==> src/rtl/serial_frame_rx.sv <==
// Serial frame receiver: start bit, DATA_W data bits MSB first, optional even
// parity, stop bit; the received word is held on a one-entry valid/ready output.
module serial_frame_rx #(
   parameter int unsigned DATA_W    = 8,
   parameter bit          PARITY_EN = 1'b1
) (
   input  logic              clk,
   input  logic              rst,
   input  logic              serial_in,
   input  logic              out_ready,
   output logic [DATA_W-1:0] data_out,
   output logic              data_valid,
   output logic              parity_err,
   output logic              frame_err,
   output logic              overrun,
   output logic              busy
);

   localparam int unsigned CNT_W = (DATA_W > 1) ? $clog2(DATA_W) : 1;
   localparam logic [CNT_W-1:0] LAST_BIT = CNT_W'(DATA_W - 1);

   typedef enum logic [1:0] {IDLE, DATA, PARITY, STOP} state_t;

   // state is left as a named register so assertions can bind to it directly
   state_t            state;
   logic [DATA_W-1:0] shift_q;
   logic [CNT_W-1:0]  bit_cnt;
   logic              par_err_q;

   // Handshake: a word transfers on any edge where data_valid & out_ready;
   // data_out/parity_err hold while data_valid=1 and out_ready=0, and a new
   // word may load on the same edge the held one is consumed.
   always_ff @(posedge clk or negedge rst) begin
      if (!rst) begin
         state      <= IDLE;
         shift_q    <= '0;
         bit_cnt    <= '0;
         par_err_q  <= 1'b0;
         data_out   <= '0;
         data_valid <= 1'b0;
         parity_err <= 1'b0;
         frame_err  <= 1'b0;
         overrun    <= 1'b0;
         busy       <= 1'b0;
      end else begin
         frame_err <= 1'b0;
         overrun   <= 1'b0;
         if (data_valid && out_ready) begin
            data_valid <= 1'b0;
         end

         case (state)
            IDLE: begin
               if (!serial_in) begin
                  state   <= DATA;
                  bit_cnt <= '0;
                  busy    <= 1'b1;
               end
            end
            DATA: begin
               shift_q <= {shift_q[DATA_W-2:0], serial_in};
               if (bit_cnt == LAST_BIT) begin
                  bit_cnt <= '0;
                  state   <= PARITY_EN ? PARITY : STOP;
               end else begin
                  bit_cnt <= bit_cnt + 1'b1;
               end
            end
            PARITY: begin
               par_err_q <= ^{shift_q, serial_in};
               state     <= STOP;
            end
            STOP: begin
               // a low stop bit is reported, never reused as the next start bit
               state <= IDLE;
               busy  <= 1'b0;
               if (serial_in) begin
                  if (!data_valid || out_ready) begin
                     data_out   <= shift_q;
                     parity_err <= par_err_q;
                     data_valid <= 1'b1;
                  end else begin
                     overrun <= 1'b1;
                  end
               end else begin
                  frame_err <= 1'b1;
               end
            end
            default: state <= IDLE;
         endcase
      end
   end

endmodule

==> config.mk <==
export PLATFORM = sky130hd
export DESIGN_NAME = serial_frame_rx
export DESIGN_NICKNAME = d
export VERILOG_FILES = /design/src/rtl/serial_frame_rx.sv
export SDC_FILE = /design/constraint.sdc
export NUM_CORES = 1
export LEC_CHECK = 0
export CELL_PAD_IN_SITES_DETAIL_PLACEMENT = 2
export CELL_PAD_IN_SITES_GLOBAL_PLACEMENT = 2
export CORE_MARGIN = 8
export CORE_UTILIZATION = 36
export DETAILED_ROUTE_END_ITERATION = 8
export PLACE_DENSITY = 0.86
export SYNTH_ARGS = -nofsm -noshare
export SYNTH_HDL_FRONTEND = slang
export SYNTH_SLANG_ARGS = --single-unit
==> constraint.sdc <==
create_clock -name clk -period 1.7 [get_ports clk]
set_input_delay 0.17 -clock clk [delete_from_list [all_inputs] [get_ports clk]]
set_output_delay 0.17 -clock clk [all_outputs]
set_load 0.02 [all_outputs]
Word level (Yosys, flattened, before mapping)
Index checks and enable logic that the tools add are counted.
Widths: inputs -> output; s select.
{"block": "totals", "regBits": 27, "latchBits": 0, "ram_bits": 0, "romBits": 0, "in_bits": 4, "out_inout_bits": 13, "memories": 0}
{"block": "op_classes", "addsub": 1, "multipliers": 0, "div": 0, "magnitude_cmp": 0, "n_eq_ne": 6, "shifts": 0, "mux": 17, "bitwise": 0, "reduce_logical": 11}
{"cell": "$mux 1", "n": 10}
{"cell": "$reduce_xor 9->1", "n": 1}
{"cell": "$pmux 2 s4", "n": 1}
{"cell": "$mux 3", "n": 2}
{"cell": "$pmux 3 s2", "n": 1}
{"cell": "$reduce_and 2->1", "n": 3}
{"cell": "$eq 2x2->1 const B", "n": 2}
{"cell": "$mux 2", "n": 2}
{"cell": "$ne 2x2->1 const B", "n": 2}
{"cell": "$reduce_bool 2->1", "n": 2}
{"cell": "$add 3x1->3 const B", "n": 1}
{"cell": "$eq 3x3->1 const B", "n": 1}
{"cell": "$reduce_and 3->1", "n": 1}
{"cell": "$eq 2x1->1 const B", "n": 1}
{"cell": "$logic_not 2->1", "n": 1}
{"cell": "$pmux 1 s2", "n": 1}
{"cell": "$logic_and 1x1->1", "n": 1}
{"cell": "$logic_not 1->1", "n": 1}
{"cell": "$logic_or 1x1->1", "n": 1}

Logic depth before layout (Yosys ltp)
Gate-level depths: netlist (run 1).
{"block": "logic_depth", "ltp_word": 5, "mapped_depth": 6}

Worst setup path after synthesis (run 1)
No wires, ideal clock.
{"block": "synth_path", "path_type": "flip-flop to flip-flop", "startpoint": "register bit_cnt[0]", "endpoint": "register state[1]", "t_arrival_ns": 1.354, "setup_slack_ns": 0.222, "path_stages_with_launch": 5, "n_path_buf": 0, "path_cell_list": "dfrtp_1 -> ha_1 -> ha_1 -> o21ai_0 -> mux2_2"}
{"block": "synth_via", "elab_chain_cells": 3}
{"item": "from (decl)", "line": "27", "source": "logic [CNT_W-1:0] bit_cnt;"}
{"item": "from (signal assigned)", "line": "66", "source": "bit_cnt <= bit_cnt + 1'b1;"}
{"item": "$eq 3x3->1", "line": "62", "source": "if (bit_cnt == LAST_BIT) begin"}
{"item": "$ne 2x2->1 (no line)"}
{"item": "$reduce_and 2->1 (no line)"}
{"item": "to (signal assigned)", "line": "64", "source": "state <= PARITY_EN ? PARITY : STOP;"}
{"item": "to (decl)", "line": "25", "source": "state_t state;"}
No other way between the ends.
A chain may end at the register's enable or synchronous reset.

Worst setup path after layout (run 1)
{"block": "layout_path", "startpoint": "register state[0]", "endpoint": "register state[1]"}
{"block": "layout_via", "elab_chain_cells": 3, "elab_cells_between_ends": 8}
{"item": "$eq 2x1->1 or $logic_not 2->1 (tied branches)", "line": "52", "source": "case (state)"}
{"item": "$ne 2x2->1 (no line)"}
{"item": "$reduce_and 2->1 (no line)"}
Several ways; a longest one is shown, not always the timed one.

==> results of run 1 <==
==> state kept, by name, indices dropped and copies added, names as in the netlist, 2 cells and up <==
register	flops
state	2
data_out	8
bit_cnt	3
shift_q	8
==> synthesized netlist by cell type, drive strengths merged <==
cell type / instances
a21oi: 2
a32o: 3
buf: 2
dfrtp: 27
ha: 7
inv: 4
mux2: 19
nand2: 3
nand2b: 1
nand3: 1
nor2: 2
nor2b: 2
nor3: 1
o21ai: 3
xnor2: 6
xnor3: 1
==> final timing paths <==
kind	startpoint	endpoint	slack (ns)	cells past startpoint
max	state[0]	state[1]	0.14	5
min	rst	shift_q[1]	0.22	2
max reg2reg	state[0]	state[1]	0.14	5
min reg2reg	bit_cnt[2]	bit_cnt[2]	0.53	1
max in group asynchronous	rst	shift_q[7]	1.22	2
min in group clk	serial_in	frame_err	0.46	2
==> stage by stage <==
stage	power (uW)	hold WS (ns)	cells	util, %	setup slack [ns]
4_1_cts	3230	0.221	152	44.8	0.0367
2_1_floorplan	2330	-0.126	84	-	0.222
6_report	3170	0.219	152	44.9	0.137
5_1_grt	3420	0.215	152	44.9	0.0116
3_5_place_dp	2950	0.498	148	44.0	0.0574
3_3_place_gp	2820	0.482	148	44.0	0.123
==> cell usage in the layout (no fill, tap or decap), types with 2 or more instances in the layout <==
cell,synthesis,layout
sky130_fd_sc_hd__inv_1,4,4
sky130_fd_sc_hd__a32o_1,3,3
sky130_fd_sc_hd__a21oi_1,2,2
sky130_fd_sc_hd__buf_4,0,4
sky130_fd_sc_hd__nor2_1,2,2
sky130_fd_sc_hd__nor2b_1,2,2
sky130_fd_sc_hd__o21ai_0,3,2
sky130_fd_sc_hd__xnor2_1,6,6
sky130_fd_sc_hd__nand2_1,3,3
sky130_fd_sc_hd__clkbuf_4,0,3
sky130_fd_sc_hd__clkdlybuf4s50_1,0,16
sky130_fd_sc_hd__ha_1,7,7
sky130_fd_sc_hd__mux2_2,18,18
sky130_fd_sc_hd__dfrtp_1,27,27
==> per-layer routing <==
layer  track usage [%]  share of wire [%]  vias up
met3              3.27                6.1        4
met5                 0                  0        -
met2              17.1                 51       16
met4              3.99                1.2        0
li1                  -                  -      334
met1              11.4                 42      365
==> logic make-up after synthesis <==
logic type,count (synthesis),share of synthesized area [%]
flops,27,57.1
mux,19,18.4
simple gates,10,4.02
compound gates,8,4.66
xor+xnor,7,6.35
fa+ha+maj,7,7.41
buf+inv,6,2.01
==> power groups by stage <==
stage,sequential [uW],clock (uW),combinational (uW)
finish,1200,273,1700
global route,1250,317,1850
CTS,1210,291,1720
detailed placement,1230,0,1720
global placement,1200,0,1630
floorplan,1320,0,1010
==> area by class of cell <==
class | instances | area [sq um] | area share [%]
clock buffers | 4 | 26.3 | 1.81
inverters | 4 | 15.0 | 1.03
multi-input cells | 51 | 487 | 33.5
flip-flops and latches | 27 | 676 | 46.6
well taps | 46 | 57.6 | 3.97
repair buffers | 20 | 190 | 13.1
==> results.txt, run 1 <==
The run finished with clean final reports. Summing every instance area after synthesis gives approximately 0.0012 sq mm. Setup repair after global routing left no endpoint under its margin. The area of the core region came out at roughly 0.0032 sq mm.

TritonCTS built the clock tree. Subtracting the final worst setup slack from the clock period gives between 1.5 and 2 ns. Traced cell by cell, the critical path runs through inv_1 > ha_1 > nand2_1 > o21ai_2 > mux2_2. The areal power density over the cells came out at ~2200 mW/mm^2.

The number of primary I/O pins came out at 17. On the critical path the largest part of the delay comes from flip-flops. The peak clock frequency supported by timing came out at 640 MHz.

The reported leakage power is roughly 0.00064 uW. The number of cells produced by synthesis is 84. Across the routed clock network, the largest skew measured is approximately 0.0024 ns. The critical path is of the register to register type. The clock root buffer is sky130_fd_sc_hd__clkbuf_4. The tree built by TritonCTS fans out to 27 sinks. In this run, the combinational gates consume 53.5% of the power.

The share of the cycle needed by the critical path after routing came out at between 90% and 100%. At the later pin of the worst-skew pair, clock insertion delay measures between 0.3 and 0.4 ns. The worst setup path is launched from a register.

The number of buffer and inverter stages on the critical path is 1. The final net count is 118. The max-cap violation count came out at 0. After floorplanning, the core was divided into 21 placement rows. The number of H-tree levels came out at 1. The number of hold-repair buffers added at the cts stage came out at 0. The number of flip-flops and latches in the synthesized netlist is 27. The detailed-route wire length per cell came out at between 15 and 20 um.

In the post-synthesis netlist, the biggest area contributors are sky130_fd_sc_hd__dfrtp_1 57%, sky130_fd_sc_hd__mux2_2 17%, sky130_fd_sc_hd__ha_1 7.4%. The count of distinct cell types in the synthesized netlist came out at 18. The number of warnings printed during yosys synthesis is 0. The antenna diode count came out at 0. The top cell type by area accounts for between 50 and 60% of the synthesized area. The global-route wire length before repair came out at a little over 4 mm.

The worst hold path belongs to the class input pin to asynchronous set/reset pin. Headroom to the max-slew limit came out at 75.4%. For this run, the slowest stage of the critical path takes 0.44 ns. The routed via count came out at a little over 700. The number of DRC violations after detailed routing is 0. The floorplan step defined a die boundary enclosing about 0.0054 sq mm. When the netlist entered floorplanning its net count stood at 95. The all-layer global routing usage is 10.1%. The count of nets left with antenna violations once routing finished came out at 0. The count of cells resized by post-cts repair came out at 0. The hold violation count in the final report came to 0. The die is 73.3 um wide. The maximum vdd ir drop is 0.852 mV. The die extent in y came out at 73.3 um.

The final-report max-slew violation count is 0. The number of setup buffers added after CTS is 0. Data on the critical path arrives at its endpoint at roughly 1.8 ns. The initial antenna violation count came out at 0.

The maximum number of pins on one net before global-route repair is 28. In this run the tool buffered the top-level ports with 16 buffer cells. For this design, the slowest cell found on the critical path is sky130_fd_sc_hd__dfrtp_1.

The maximum fanout count along the critical path came out at 5. The area growth from synthesis to final layout came out at 22.8%. No sink is reached through more buffers than the 2 on the longest clock path. Setup violations remaining at the end of the flow were counted as 0.

Of the total power, the clock network draws under 10%. The clock slew seen by the registers of the worst setup and hold paths came out at between 0.1 and 0.15 ns. The wire-length estimate of the detail-placed layout is 1.83 mm.

In this run, CTS created clock tree buffers numbering 3. Routability-driven placement finished with a final weighted congestion of 0.670. The internal power of the cells totals ~2000 uW.

Of the total power, the share spent switching nets is between 30% and 40%. For this run, the register share of the synthesized area comes to between 50% and 60%. The dominant cell type by area after synthesis is sky130_fd_sc_hd__dfrtp_1. The initial utilization of the core area, before any placement, comes to between 30% and 40%.

The endpoint required time on the critical path is 1.92 ns. The number of DRC markers after the initial detailed-route iteration is 19. Summed over all nets, the switching power comes to 1150 uW. The final design instance area without fill is roughly 0.0015 sq mm.

After global routing the overflow that remains totals 0. The worst-margin pin slew is about 0.36 ns. After detailed placement, the total cell area comes to 0.00142 sq mm. The via count of the first global-routing pass came out at 847. In the final timing run, aggregate negative setup slack is 0 ns. For this run, the detailed router's first-pass iteration total came to 3. The share of layout cells above drive strength 1 came out at 25.5%. The mean area per synthesized cell came out at around 14 sq um. STA classifies the critical path endpoint as a register.

The wire length reported by the detailed router is about 2.4 mm. Of the total power, registers draw 37.9%. After filler insertion, the fill cell instance count of the layout stands at ~330. The routed via count divided by cell count came out at 4.73.
No activity file was read; power rests on OpenSTA's default activity.
==> run 2, diff against run 1 <==
--- a/config.mk
+++ b/config.mk
@@ -7,9 +7,9 @@
 export LEC_CHECK = 0
 export CELL_PAD_IN_SITES_DETAIL_PLACEMENT = 2
 export CELL_PAD_IN_SITES_GLOBAL_PLACEMENT = 2
-export CORE_MARGIN = 8
 export CORE_UTILIZATION = 36
 export DETAILED_ROUTE_END_ITERATION = 8
+export GPL_TIMING_DRIVEN = 0
 export PLACE_DENSITY = 0.86
 export SYNTH_ARGS = -nofsm -noshare
 export SYNTH_HDL_FRONTEND = slang
==> run 2 against run 1 <==
Compared with the run above:
- register-to-register slack barely moved
- global-route usage rose by 4.1 points
- wire length fell by 14%
- worst hold slack improved by 0.25 ns
- critical endpoint is now par_err_q
- largest cell class unchanged
==> results.txt, run 2 (synthesized netlist as in run 1, its figures left out) <==
The flow ran to the end, and the final reports show no timing, DRC or antenna violations. The clock arrives with 0.00609 ns of skew. Static timing analysis puts the maximum clock frequency at roughly 640 MHz. The area of the core region came out at 0.00308 sq mm. The number of iterations in the first detailed-routing pass is 4. The final-report max-slew violation count was 0.

Setup violations remaining at the end of the flow were counted as 0. The number of DRC markers after the initial detailed-route iteration came out at 20. For the worst setup path, the data arrival time is between 1.5 and 2 ns. The routed via count is ~700. In the final routed layout, each cell accounts on average for 13.9 um.

The area of the die came out at between 0.003 and 0.004 sq mm. The final net count came out at between 100 and 150. The cell row count is 20. The longest clock path from root to sink contains 2 buffers. The post-route minimum period is 1.57 ns.

The tightest min-delay check is of the input pin to asynchronous set/reset pin type. The routed via count divided by cell count is 4.86. In this run the number of H-tree levels came out at 1. The worst-margin pin slew is ~1.2 ns. The maximum vdd ir drop is roughly 0.75 mV. The die extent in y is ~59 um. The congestion estimate from routability-driven global placement came to ~0.69. The critical path goes through xnor2_1 > xnor3_1 > xnor2_1 > mux2_4. Setup repair after global routing left no endpoint under its margin. The repair_antennas step left the layout with diodes totalling 0. The via count of the first global-routing pass came to a little under 800. The remaining max-slew budget at the tightest pin is about a fifth. The area occupied by registers is between 600 and 700 sq um. The wire length reported by the detailed router is approximately 2.1 mm. Leaving out fill and tap cells, the most frequent cell in the layout is sky130_fd_sc_hd__dfrtp_1. The max-cap violation count came out at 0. The peak per-stage delay on the critical path is 0.46 ns. The finished cells cover roughly 0.0014 sq mm. The worst setup path is launched from a register. The global-route wire length before repair is ~3.6 mm. The area of combinational cells with multiple inputs came out at between 400 and 500 sq um. The initial antenna violation count came out at 0.

The share of the cycle needed by the critical path after routing is 92.1%. The overall power consumption is a little over 3000 uW. The startpoint-to-endpoint class of the critical path is register to register. Once placement finished, the instance area stood at 0.00140 sq mm. The tree is rooted in a sky130_fd_sc_hd__clkbuf_4. The remaining global-route overflow is 0. The clock insertion delay at the later pin of the skew report is approximately 0.32 ns. The filler cell count in the final layout is ~320.

In this run the worst path has a maximum fanout of 4. The quantity of I/O buffers inserted on ports came out at 16. The number of buffer and inverter stages on the critical path is 0. The top cell types in the final layout, fill and taps aside, are 27 x sky130_fd_sc_hd__dfrtp_1, 18 x sky130_fd_sc_hd__mux2_2, 16 x sky130_fd_sc_hd__clkdlybuf4s50_1, 7 x sky130_fd_sc_hd__ha_1, 6 x sky130_fd_sc_hd__xnor2_1. The HPWL reported at the end of detailed placement is 1.59 mm.

The initial core utilization came out at roughly 38%. Once detail routing completed, the nets flagged for antenna violations numbered 0. The areal power density over the cells came out at roughly 2200 mW/mm^2. The maximum number of pins on one net before global-route repair is 28. The hold violation count in the final report is 0. TritonCTS built the clock tree.

For this design, the slowest cell found on the critical path is sky130_fd_sc_hd__dfrtp_1. The reported leakage power is 0.000631 uW. The number of primary I/O pins is 17. The area growth from synthesis to final layout is 21.0%.

The die is slightly below 60 um wide. The endpoint required time on the critical path came out at ~1.9 ns. The cell repeated most along the worst path is sky130_fd_sc_hd__xnor2_1. The post-route setup TNS is 0 ns. The all-layer global routing usage is roughly 14%.

The number of sinks driven by the clock tree is 27. The clock slew seen by the registers of the worst setup and hold paths is 0.14 ns. TritonCTS created 3 clock buffers. Among cell families on the critical path, the largest total delay comes from XOR/XNOR gates.

The share of layout cells above drive strength 1 came out at between 20% and 30%. In the final layout, the registers with the most flip-flops are data_out (8), shift_q (8), bit_cnt (3). The number of DRC violations after detailed routing is 0. The worst setup path is captured at a register.
-- run 2: final timing paths --
path	from	end	slack (ns)	depth (start not counted)
setup / recovery	shift_q[1]	par_err_q	0.13	4
hold / removal	rst	shift_q[7]	0.47	1
setup reg to reg	shift_q[1]	par_err_q	0.13	4
hold reg to reg	bit_cnt[2]	bit_cnt[2]	0.52	1
max in group asynchronous	rst	shift_q[0]	0.53	1
min in group clk	out_ready	data_valid	0.50	3
-- run 2: what timing repair did --
| item | in CTS | in global routing |
|---|---|---|
| hold buffers | 0 | 0 |
| buffers inserted | 0 | 0 |
| setup endpoints to repair | 7 | 2 |
| resized for setup | 1 | 2 |
-- run 2: metal layers --
metal	part of all wire (%)	global-route usage, %	vias up
li1	-	-	330
met1	39	15.4	376
met2	57	27.1	11
met3	2.6	2.62	2
met4	0.93	5.10	0
met5	0	0	-
-- run 2: power by group --
| part | switching (uW) | internal (uW) | leakage, uW | total [uW] |
|---|---|---|---|---|
| logic | 709 | 956 | 0.000287 | 1660 |
| registers | 233 | 955 | 0.000327 | 1190 |
| clock network | 179 | 88.0 | 0.0000177 | 267 |
| total | 1120 | 2000 | 0.000631 | 3120 |
-- run 2: through the flow --
stage | std cells | hold slack (ns) | setup WS, ns | utilization, %
2_1_floorplan | 84 | -0.126 | 0.222 | -
3_3_place_gp | 144 | 0.484 | -0.0224 | 45.4
3_5_place_dp | 144 | 0.490 | -0.0784 | 45.4
4_1_cts | 148 | 0.497 | 0.0122 | 46.3
5_1_grt | 148 | 0.497 | 0.0442 | 46.5
6_report | 148 | 0.465 | 0.134 | 46.5
-- run 2: layout make-up --
type / count / area share, %
plain buffers: 2 / 0.700
flip-flops and latches: 27 / 47.2
multi-input cells: 51 / 34.0
clock buffers: 3 / 1.57
repair buffers: 16 / 11.2
clock inverters: 1 / 0.350
inverters: 4 / 1.05
well taps: 44 / 3.85
